[src/rtl/mem_port_arbiter_if.sv]
// rtl/mem_port_arbiter_if.sv - Core-side and memory-side signal bundle for mem_port_arbiter
//
// Purpose: groups the fetch port (i_*), data port (d_*) and shared memory bus
// (m_*) used by mem_port_arbiter into one interface.
//
// Modports:
//   slave  - the arbiter's view: requester inputs, ready/rdata outputs,
//            shared-bus outputs, m_rdata/m_ack inputs.
//   master - the surrounding system's view (pipeline plus memory): the mirror
//            image of slave.
//
// Signals:
//   i_req, i_addr, i_ready, i_rdata                  fetch port
//   d_req, d_we, d_addr, d_wdata, d_wmask,
//   d_ready, d_rdata                                 data port
//   m_req, m_we, m_addr, m_wdata, m_wmask,
//   m_rdata, m_ack                                   shared memory bus
interface mem_port_arbiter_if #(
  parameter int ADDR_W = 32,
  parameter int DATA_W = 32
);
  logic              i_req;
  logic [ADDR_W-1:0] i_addr;
  logic              i_ready;
  logic [DATA_W-1:0] i_rdata;

  logic                d_req;
  logic                d_we;
  logic [ADDR_W-1:0]   d_addr;
  logic [DATA_W-1:0]   d_wdata;
  logic [DATA_W/8-1:0] d_wmask;
  logic                d_ready;
  logic [DATA_W-1:0]   d_rdata;

  logic                m_req;
  logic                m_we;
  logic [ADDR_W-1:0]   m_addr;
  logic [DATA_W-1:0]   m_wdata;
  logic [DATA_W/8-1:0] m_wmask;
  logic [DATA_W-1:0]   m_rdata;
  logic                m_ack;

  modport slave (
    input  i_req, i_addr,
    output i_ready, i_rdata,
    input  d_req, d_we, d_addr, d_wdata, d_wmask,
    output d_ready, d_rdata,
    output m_req, m_we, m_addr, m_wdata, m_wmask,
    input  m_rdata, m_ack
  );

  modport master (
    output i_req, i_addr,
    input  i_ready, i_rdata,
    output d_req, d_we, d_addr, d_wdata, d_wmask,
    input  d_ready, d_rdata,
    input  m_req, m_we, m_addr, m_wdata, m_wmask,
    output m_rdata, m_ack
  );
endinterface

[src/rtl/mem_port_arbiter.sv]
// rtl/mem_port_arbiter.sv - Non-pipelined IF/MEM arbiter for one single-ported memory bus
//
// Purpose: shares one memory bus between instruction fetch and load/store.
// One transaction outstanding at a time; every shared-bus and requester-side
// output is a register. Data requests win by default because the MEM-stage
// instruction is older than the one being fetched.
//
// Optional feature (macro ARB_STARVE_EN): a saturating counter of D grants
// made while a fetch was waiting; once it reaches STARVE_MAX the next IDLE
// grant goes to the fetch port even if d_req is high. Without the macro
// there is no counter and D always wins.
//
// Ports:
//   clk    in   rising-edge clock
//   reset  in   asynchronous, active-low reset
//   bus    slave modport of mem_port_arbiter_if:
//            i_req/i_addr in, i_ready/i_rdata out         fetch port
//            d_req/d_we/d_addr/d_wdata/d_wmask in,
//            d_ready/d_rdata out                          data port
//            m_req/m_we/m_addr/m_wdata/m_wmask out,
//            m_rdata/m_ack in                             shared memory bus
module mem_port_arbiter #(
  parameter int ADDR_W     = 32,
  parameter int DATA_W     = 32,
  parameter int STARVE_MAX = 4
) (
  input  logic                  clk,
  input  logic                  reset,
  mem_port_arbiter_if.slave     bus
);

  typedef enum logic [1:0] {
    ST_IDLE = 2'd0,
    ST_BUS  = 2'd1,
    ST_RESP = 2'd2
  } state_t;

  localparam logic OWNER_I = 1'b0;
  localparam logic OWNER_D = 1'b1;

  state_t              state_q;
  logic                owner_q;
  logic                m_req_q;
  logic                m_we_q;
  logic [ADDR_W-1:0]   m_addr_q;
  logic [DATA_W-1:0]   m_wdata_q;
  logic [DATA_W/8-1:0] m_wmask_q;
  logic                i_ready_q;
  logic [DATA_W-1:0]   i_rdata_q;
  logic                d_ready_q;
  logic [DATA_W-1:0]   d_rdata_q;

  // Side that would win if arbitration happened this cycle.
  logic grant_i_d;
  logic any_req;

  assign any_req = bus.i_req | bus.d_req;

  // A zero or negative cap would make the fetch port always win; refuse it.
  if (STARVE_MAX < 1) begin : g_starve_max_invalid
    starve_max_must_be_positive u_cfg_error ();
  end

`ifdef ARB_STARVE_EN
  localparam int SW = $clog2(STARVE_MAX + 1);
  localparam logic [SW-1:0] STARVE_CAP = SW'(STARVE_MAX);

  logic [SW-1:0] starve_q;
  logic          starve_force;

  assign starve_force = (starve_q >= STARVE_CAP);

  always_comb begin
    grant_i_d = 1'b0;
    if (bus.i_req && (!bus.d_req || starve_force)) begin
      grant_i_d = 1'b1;
    end
  end

  // Counter only moves on IDLE grants: +1 (saturating) when D wins over a
  // waiting fetch, cleared whenever I is granted.
  always_ff @(posedge clk or negedge reset) begin
    if (!reset) begin
      starve_q <= '0;
    end else if (state_q == ST_IDLE && any_req) begin
      if (grant_i_d) begin
        starve_q <= '0;
      end else if (bus.i_req && starve_q != STARVE_CAP) begin
        starve_q <= starve_q + 1'b1;
      end
    end
  end
`else
  always_comb begin
    grant_i_d = 1'b0;
    if (bus.i_req && !bus.d_req) begin
      grant_i_d = 1'b1;
    end
  end
`endif

  always_ff @(posedge clk or negedge reset) begin
    if (!reset) begin
      state_q   <= ST_IDLE;
      owner_q   <= OWNER_I;
      m_req_q   <= 1'b0;
      m_we_q    <= 1'b0;
      m_addr_q  <= '0;
      m_wdata_q <= '0;
      m_wmask_q <= '0;
      i_ready_q <= 1'b0;
      i_rdata_q <= '0;
      d_ready_q <= 1'b0;
      d_rdata_q <= '0;
    end else begin
      case (state_q)
        ST_IDLE: begin
          if (any_req) begin
            m_req_q <= 1'b1;
            state_q <= ST_BUS;
            if (grant_i_d) begin
              owner_q   <= OWNER_I;
              m_we_q    <= 1'b0;
              m_addr_q  <= bus.i_addr;
              m_wdata_q <= '0;
              m_wmask_q <= '0;
            end else begin
              owner_q   <= OWNER_D;
              m_we_q    <= bus.d_we;
              m_addr_q  <= bus.d_addr;
              m_wdata_q <= bus.d_wdata;
              // Loads never carry a byte mask onto the bus.
              m_wmask_q <= bus.d_we ? bus.d_wmask : '0;
            end
          end
        end

        ST_BUS: begin
          // m_* fields are left untouched until the next grant; only m_req
          // drops when the memory acknowledges.
          if (bus.m_ack) begin
            m_req_q <= 1'b0;
            state_q <= ST_RESP;
            if (owner_q == OWNER_D) begin
              d_ready_q <= 1'b1;
              d_rdata_q <= m_we_q ? '0 : bus.m_rdata;
            end else begin
              i_ready_q <= 1'b1;
              i_rdata_q <= bus.m_rdata;
            end
          end
        end

        ST_RESP: begin
          // No arbitration here: gives the requester one cycle to drop or
          // change its request before it can be granted again.
          i_ready_q <= 1'b0;
          d_ready_q <= 1'b0;
          state_q   <= ST_IDLE;
        end

        default: begin
          i_ready_q <= 1'b0;
          d_ready_q <= 1'b0;
          m_req_q   <= 1'b0;
          state_q   <= ST_IDLE;
        end
      endcase
    end
  end

  assign bus.m_req   = m_req_q;
  assign bus.m_we    = m_we_q;
  assign bus.m_addr  = m_addr_q;
  assign bus.m_wdata = m_wdata_q;
  assign bus.m_wmask = m_wmask_q;
  assign bus.i_ready = i_ready_q;
  assign bus.i_rdata = i_rdata_q;
  assign bus.d_ready = d_ready_q;
  assign bus.d_rdata = d_rdata_q;

endmodule

[src/flat_wrapper.sv]
// flat-port wrapper written by rule: the top's interface ports become plain ports
module mem_port_arbiter_flat 
#(
  parameter int ADDR_W     = 32,
  parameter int DATA_W     = 32,
  parameter int STARVE_MAX = 4
)
  (clk, reset, bus_i_req, bus_i_addr, bus_i_ready, bus_i_rdata, bus_d_req, bus_d_we, bus_d_addr, bus_d_wdata, bus_d_wmask, bus_d_ready, bus_d_rdata, bus_m_req, bus_m_we, bus_m_addr, bus_m_wdata, bus_m_wmask, bus_m_rdata, bus_m_ack);
  mem_port_arbiter_if #(.ADDR_W(ADDR_W), .DATA_W(DATA_W)) bus_i ();
  input  logic clk;
  input  logic reset;
  input wire logic [$bits(bus_i.i_req)-1:0] bus_i_req;
  input wire logic [$bits(bus_i.i_addr)-1:0] bus_i_addr;
  output wire logic [$bits(bus_i.i_ready)-1:0] bus_i_ready;
  output wire logic [$bits(bus_i.i_rdata)-1:0] bus_i_rdata;
  input wire logic [$bits(bus_i.d_req)-1:0] bus_d_req;
  input wire logic [$bits(bus_i.d_we)-1:0] bus_d_we;
  input wire logic [$bits(bus_i.d_addr)-1:0] bus_d_addr;
  input wire logic [$bits(bus_i.d_wdata)-1:0] bus_d_wdata;
  input wire logic [$bits(bus_i.d_wmask)-1:0] bus_d_wmask;
  output wire logic [$bits(bus_i.d_ready)-1:0] bus_d_ready;
  output wire logic [$bits(bus_i.d_rdata)-1:0] bus_d_rdata;
  output wire logic [$bits(bus_i.m_req)-1:0] bus_m_req;
  output wire logic [$bits(bus_i.m_we)-1:0] bus_m_we;
  output wire logic [$bits(bus_i.m_addr)-1:0] bus_m_addr;
  output wire logic [$bits(bus_i.m_wdata)-1:0] bus_m_wdata;
  output wire logic [$bits(bus_i.m_wmask)-1:0] bus_m_wmask;
  input wire logic [$bits(bus_i.m_rdata)-1:0] bus_m_rdata;
  input wire logic [$bits(bus_i.m_ack)-1:0] bus_m_ack;
  assign bus_i.i_req = bus_i_req;
  assign bus_i.i_addr = bus_i_addr;
  assign bus_i_ready = bus_i.i_ready;
  assign bus_i_rdata = bus_i.i_rdata;
  assign bus_i.d_req = bus_d_req;
  assign bus_i.d_we = bus_d_we;
  assign bus_i.d_addr = bus_d_addr;
  assign bus_i.d_wdata = bus_d_wdata;
  assign bus_i.d_wmask = bus_d_wmask;
  assign bus_d_ready = bus_i.d_ready;
  assign bus_d_rdata = bus_i.d_rdata;
  assign bus_m_req = bus_i.m_req;
  assign bus_m_we = bus_i.m_we;
  assign bus_m_addr = bus_i.m_addr;
  assign bus_m_wdata = bus_i.m_wdata;
  assign bus_m_wmask = bus_i.m_wmask;
  assign bus_i.m_rdata = bus_m_rdata;
  assign bus_i.m_ack = bus_m_ack;
  mem_port_arbiter #(.ADDR_W(ADDR_W), .DATA_W(DATA_W), .STARVE_MAX(STARVE_MAX)) u_core (.clk(clk), .reset(reset), .bus(bus_i));
endmodule
[config.mk]
export PLATFORM = sky130hd
export DESIGN_NAME = mem_port_arbiter_flat
export DESIGN_NICKNAME = d
export VERILOG_FILES = /design/src/rtl/mem_port_arbiter_if.sv /design/src/rtl/mem_port_arbiter.sv /design/src/flat_wrapper.sv
export SDC_FILE = /design/constraint.sdc
export NUM_CORES = 1
export LEC_CHECK = 0
export ABC_AREA = 1
export CAP_MARGIN = 20
export CORE_ASPECT_RATIO = 0.75
export CORE_UTILIZATION = 59
export DETAILED_ROUTE_END_ITERATION = 16
export DONT_BUFFER_PORTS = 1
export GPL_TIMING_DRIVEN = 0
export PLACE_DENSITY = 0.8
export SLEW_MARGIN = 20
export SYNTH_ARGS = -nofsm -noshare
export SYNTH_HDL_FRONTEND = slang
export SYNTH_SLANG_ARGS = --single-unit
[constraint.sdc]
create_clock -name clk -period 3.4 [get_ports clk]
set_input_delay 0.68 -clock clk [delete_from_list [all_inputs] [get_ports clk]]
set_output_delay 0.68 -clock clk [all_outputs]
set_load 0.02 [all_outputs]
# Word-level counts from Yosys, hierarchy flattened
# Cells that the tools add are included.
# Widths: inputs -> output; s select.
# word_totals
wordCells	51
in_bits	138
regBits	139
out_inout_bits	136
# classes
bitwise_logic	4
reduce_logical	10
eq_ne	6
mux	20
# ops
cell	n
$mux 32	3
$reduce_and 3->1	5
$mux 1	9
$mux 4	2
$mux 2	2
$ne 2x1->1 const B	2
$ne 2x2->1 const B	2
$pmux 1 s2	2
$pmux 2 s2	1
$reduce_and 2->1	2
$not 1->1	3
$pmux 1 s3	1
$eq 2x1->1 const B	1
$eq 2x2->1 const B	1
$logic_not 2->1	1
$logic_and 1x1->1	1
$logic_not 1->1	1
$or 1x1->1	1

# Depth between registers and ports, before layout
# logic_depth
depth_word	4
mapped_depth	7
depth_no_buf	6

# Worst setup path after synthesis
# OpenSTA, ideal clock, no wires.
# synth_timing
path_kind	input -> register
start	in bus_i_req
end	reg u_core.m_addr_q[0], in the netlist u_core.bus.m_addr[0]
path_buffers	2
t_required_ps	3284
setup_ps	116
arrival_time_ps	1431
cell_stages	6
path_slack_ps	1853
cell_sequence	buf_6 o21ai_4 inv_4 buf_6 nand2_1 nand2_1
# synth_between
elab_chain_len	3
elab_cells_between_ends	5
classes_between	mux: 2; bitwise: 1; reduce/logical: 2
# synth_lines
item	line_no	text
start, declared	flat_wrapper.sv:12	input wire logic [$bits(bus_i.i_req)-1:0] bus_i_req;
$logic_and 1x1->1	mem_port_arbiter.sv:96	if (bus.i_req && !bus.d_req) begin
$mux 1	mem_port_arbiter.sv:96	
$mux 32	mem_port_arbiter.sv:121	if (grant_i_d) begin
end signal, assigned	mem_port_arbiter.sv:124	m_addr_q <= bus.i_addr;
end signal, assigned	mem_port_arbiter.sv:130	m_addr_q <= bus.d_addr;
end, declared	mem_port_arbiter.sv:45	logic [ADDR_W-1:0] m_addr_q;
# Parallel ways exist; a longest one is shown, timed or not.
# A chain may end at the register's enable or synchronous reset.

# Worst setup path after layout
# layout_timing
start	reg u_core.m_we_q, in the netlist u_core.bus.m_we
end	reg u_core.d_rdata_q[28], in the netlist u_core.bus.d_rdata[28]
# layout_between
elab_chain_len	1
# layout_lines
item	line_no	text
start, declared	mem_port_arbiter.sv:44	logic m_we_q;
start signal, assigned	mem_port_arbiter.sv:129	m_we_q <= bus.d_we;
$mux 32	mem_port_arbiter.sv:146	d_rdata_q <= m_we_q ? '0 : bus.m_rdata;
end signal, assigned	mem_port_arbiter.sv:146	
end, declared	mem_port_arbiter.sv:51	logic [DATA_W-1:0] d_rdata_q;
# No other way between the ends.

==> impl_metrics.xml <==
<?xml version="1.0" encoding="UTF-8"?>
<metrics>
  <group name="run_status">
    <metric name="run_status" unit="">finished, violations left</metric>
    <metric name="failed_checks" unit="">hold timing</metric>
  </group>
  <group name="timing">
    <metric name="final.setup_skew" unit="ns">0.00799</metric>
    <metric name="max_slew.worst_pin.slew" unit="ns">0.531</metric>
    <metric name="grt_setup_unrepaired" unit="">false</metric>
    <metric name="slew-limit-headroom" unit="">0.646</metric>
    <metric name="report.final.hold_viol_count" unit="">85</metric>
    <metric name="tns" unit="ns">0</metric>
    <metric name="hold-worst-slack" unit="ns">-0.0261</metric>
    <metric name="finalWorstPathRequiredPeriod" unit="ns">1.60</metric>
    <metric name="timing_max_transition_violations_final" unit="">0</metric>
    <metric name="final_cycle_utilization_of_the_critical_path" unit="">0.472</metric>
    <metric name="setup_violations" unit="">0</metric>
    <metric name="max_freq" unit="MHz">624</metric>
  </group>
  <group name="finish">
    <metric name="layout_cell_share_with_drive_strength_beyond_1" unit="">0.0988</metric>
    <metric name="filler_cell_count" unit="">765</metric>
    <metric name="num-nets-final" unit="">896</metric>
    <metric name="area.growth.synth_to_final" unit="%">12.7</metric>
    <metric name="antenna_cells" unit="">0</metric>
  </group>
  <group name="logic_synthesis">
    <metric name="largest_family_of_logic_cells_by_synthesized_area" unit="">simple AND/OR/NAND/NOR gates</metric>
    <metric name="synth_compound_gate_area_share" unit="">0.0372</metric>
    <metric name="synth_cell_types" unit="">18</metric>
    <metric name="synth_mux_area_frac" unit="">0</metric>
    <metric name="synth_area" unit="µm²">6030</metric>
    <metric name="synth_cells" unit="">739</metric>
    <metric name="syn_area_per_cell" unit="µm²">8.15</metric>
    <metric name="synth_seq_cells" unit="">139</metric>
    <metric name="yosysSeqAreaShare" unit="">0.577</metric>
    <metric name="synth.yosys.warnings" unit="">0</metric>
    <metric name="post_synth_xor_area_fraction" unit="">0</metric>
    <metric name="synth-adder-area-share" unit="">0</metric>
    <metric name="synthSimpleGateAreaFrac" unit="">0.312</metric>
    <metric name="postSynthNetCount" unit="">877</metric>
  </group>
  <group name="placement">
    <metric name="port-buffer-count" unit="">0</metric>
    <metric name="post-dp-hpwl" unit="µm">10700</metric>
    <metric name="gp_congestion" unit="">0.857</metric>
  </group>
  <group name="clock_network">
    <metric name="clk_root_buffer_cell" unit="">clkbuf_16</metric>
    <metric name="cts_inserted_buffers" unit="">17</metric>
    <metric name="cts_max_path_buffers" unit="">2</metric>
    <metric name="cts_clk_pin_slew_worst_paths" unit="ns">0.06</metric>
    <metric name="post-cts-setup-buffer-count" unit="">0</metric>
    <metric name="cts_max_level" unit="">4</metric>
    <metric name="cts_tree" unit="">done</metric>
    <metric name="clock_insertion_delay_worst_skew" unit="ns">0.40</metric>
    <metric name="cts_num_sinks" unit="">139</metric>
    <metric name="post_cts_resize_count" unit="">0</metric>
  </group>
  <group name="setup_path">
    <metric name="worst_path_largest_cell_delay" unit="ns">0.50</metric>
    <metric name="critical_path.n_buffers_inverters" unit="">2</metric>
    <metric name="worst-path-max-fanout" unit="">10</metric>
    <metric name="critical_path.top_delay_family" unit="">buffers and inverters</metric>
    <metric name="cp_cell_sequence" unit="">clkbuf_1 -&gt; clkbuf_1 -&gt; nor2_1 -&gt; nand2_1 -&gt; nand2_1</metric>
    <metric name="arrival" unit="ns">1.89</metric>
    <metric name="critical_path_class" unit="">reg2reg</metric>
    <metric name="crit_path_end_kind" unit="">flop</metric>
    <metric name="cp_data_required_time" unit="ns">3.69</metric>
    <metric name="critPathLaunch" unit="">u_core.bus.m_we</metric>
    <metric name="worstSetupStartpointType" unit="">flop</metric>
    <metric name="cpMaxStageDelayCell" unit="">dfrtp_1</metric>
    <metric name="reg2reg_from" unit="">u_core.bus.m_we</metric>
  </group>
  <group name="run">
    <metric name="drv_cap" unit="">0</metric>
  </group>
  <group name="floorplanning">
    <metric name="fp.dieW" unit="µm">119</metric>
    <metric name="floorplan.initialDensity" unit="">0.616</metric>
    <metric name="die_height" unit="µm">89.5</metric>
    <metric name="placeableCoreArea" unit="µm²">9770</metric>
    <metric name="std_cell_rows" unit="">31</metric>
    <metric name="ios" unit="">274</metric>
    <metric name="die_area" unit="µm²">10600</metric>
  </group>
  <group name="pwr">
    <metric name="combPwrFrac" unit="">0.221</metric>
    <metric name="pwr_density_cell" unit="nW/µm²">1120</metric>
    <metric name="p_sw_frac" unit="">0.438</metric>
    <metric name="power_switching" unit="µW">3320</metric>
    <metric name="power_report.internal_total" unit="µW">4260</metric>
    <metric name="p_clk_frac" unit="">0.245</metric>
    <metric name="seqPwrFrac" unit="">0.534</metric>
    <metric name="power.total" unit="µW">7580</metric>
    <metric name="ir_drop" unit="mV">0.691</metric>
    <metric name="static_leakage" unit="µW">0.00381</metric>
  </group>
  <group name="min_path">
    <metric name="min-delay-path-class" unit="">in2async</metric>
  </group>
  <group name="detailed_routing">
    <metric name="route.detailed.vias_per_inst" unit="">5.40</metric>
    <metric name="route.antenna.remaining_nets" unit="">0</metric>
    <metric name="route.vias.total" unit="">4867</metric>
    <metric name="wl_per_cell" unit="µm">16.7</metric>
    <metric name="drc_errors" unit="">0</metric>
    <metric name="drt_iter0_markers" unit="">281</metric>
    <metric name="wirelength" unit="µm">15000</metric>
    <metric name="total_iterations_of_the_first_detailed_routing_run" unit="">5</metric>
  </group>
  <group name="global_route">
    <metric name="grt_use_total" unit="">0.285</metric>
    <metric name="initial_antenna_violation_count" unit="">0</metric>
    <metric name="grt_start_max_net_pins" unit="">140</metric>
    <metric name="vias_in_the_first_global_route" unit="">4653</metric>
    <metric name="grt_pass1_wl" unit="µm">23200</metric>
    <metric name="leftover_overflow_at_the_end_of_global_routing" unit="">0</metric>
  </group>
</metrics>
cells by family (layout without fill, tap and decap cells):
kind of cell / Yosys count / in the layout
AOI/OAI and AO/OA: 35 / 35
buffers and inverters: 79 / 109
DFF: 139 / 139
and+or+nand+nor: 486 / 486
placed cells by master, fill, tap and decap left out, drive strengths merged, types with 3 or more instances in the layout:
cell,netlist,final
clkbuf,11,30
nand3,34,34
o21ai,35,35
dfrtp,139,139
nor2,39,39
bufinv,0,3
clkinvlp,0,3
inv,39,40
clkinv,0,4
buf,29,29
nand2,411,411
layout make-up:
cell class	count	area, µm²	share of cell area
buffer	40	295	0.0435
clock buffer	19	453	0.0667
clock inverter	11	145	0.0214
inverter	39	149	0.0219
multi-input combinational	521	2100	0.310
sequential	139	3480	0.512
tap	132	165	0.0243
worst paths after layout:
check	endpoint	slack, ns	depth (start not counted)
max reg2reg	u_core.bus.d_rdata[28]	1.80	5
max	u_core.bus.d_rdata[28]	1.80	5
max in group asynchronous	u_core.bus.m_addr[14]	3.24	0
min	u_core.bus.i_rdata[25]	-0.03	0
min in group clk	u_core.bus.m_wdata[7]	0.39	2
min reg2reg	u_core.owner_q	0.57	2
metrics by stage:
stage	hold WS, ns	std cells	worst slack (ns)	util	cell area (µm²)
finish	-0.0261	901	1.80	0.695	6790
global route	-0.0500	901	1.71	0.695	6790
CTS	-0.0336	901	1.81	0.695	6790
detailed placement	0.388	871	1.65	0.633	6190
global placement	0.389	871	1.68	0.633	6190
floorplan	0.384	739	1.85	-	6030
layer usage:
layer	track usage	wire length (µm)	vias to the layer above
met2	0.491	7650	259
met3	0.0784	1260	29
met5	0	0	-
li1	-	-	2287
met4	0.117	340	0
met1	0.346	5790	2292
power by group through the flow:
stage,clock network [µW],registers [µW],logic (µW)
2_1_floorplan,0,3820,1330
3_3_place_gp,0,4050,1570
3_5_place_dp,0,4060,1660
4_1_cts,1870,4060,1690
5_1_grt,1940,4130,1920
6_report,1860,4050,1680
Yosys cell counts:
master      n  area share
clkbuf_1   11      0.0069
o21ai_2    10       0.015
nand3_1    34       0.028
inv_4       1      0.0010
buf_2      11      0.0091
o21ai_1    22       0.018
nand3b_1    1      0.0012
nor2_2      3      0.0031
o21ai_0     2      0.0017
dfrtp_1   139        0.58
nor2_1     36       0.022
buf_6      17       0.032
inv_2       2      0.0012
nor3_1      1     0.00083
inv_1      36       0.022
o21ai_4     1      0.0027
nand2_1   411        0.26
buf_4       1      0.0012
sequential cells by signal (all words and copies together) (netlist names), 2 cells and up:
signal              flops
u_core.bus.d_rdata     32
u_core.bus.i_rdata     32
u_core.bus.m_addr      32
u_core.bus.m_wdata     32
u_core.bus.m_wmask      4
u_core.state_q          2
worst reg2reg max path: cells and delay by family, from the launching register on:
kind | cells | cell delay (ns)
and+or+nand+nor | 3 | 0.26
buffers and inverters | 2 | 0.74
DFF | 1 | 0.50
No activity file was read; power rests on OpenSTA's default activity.
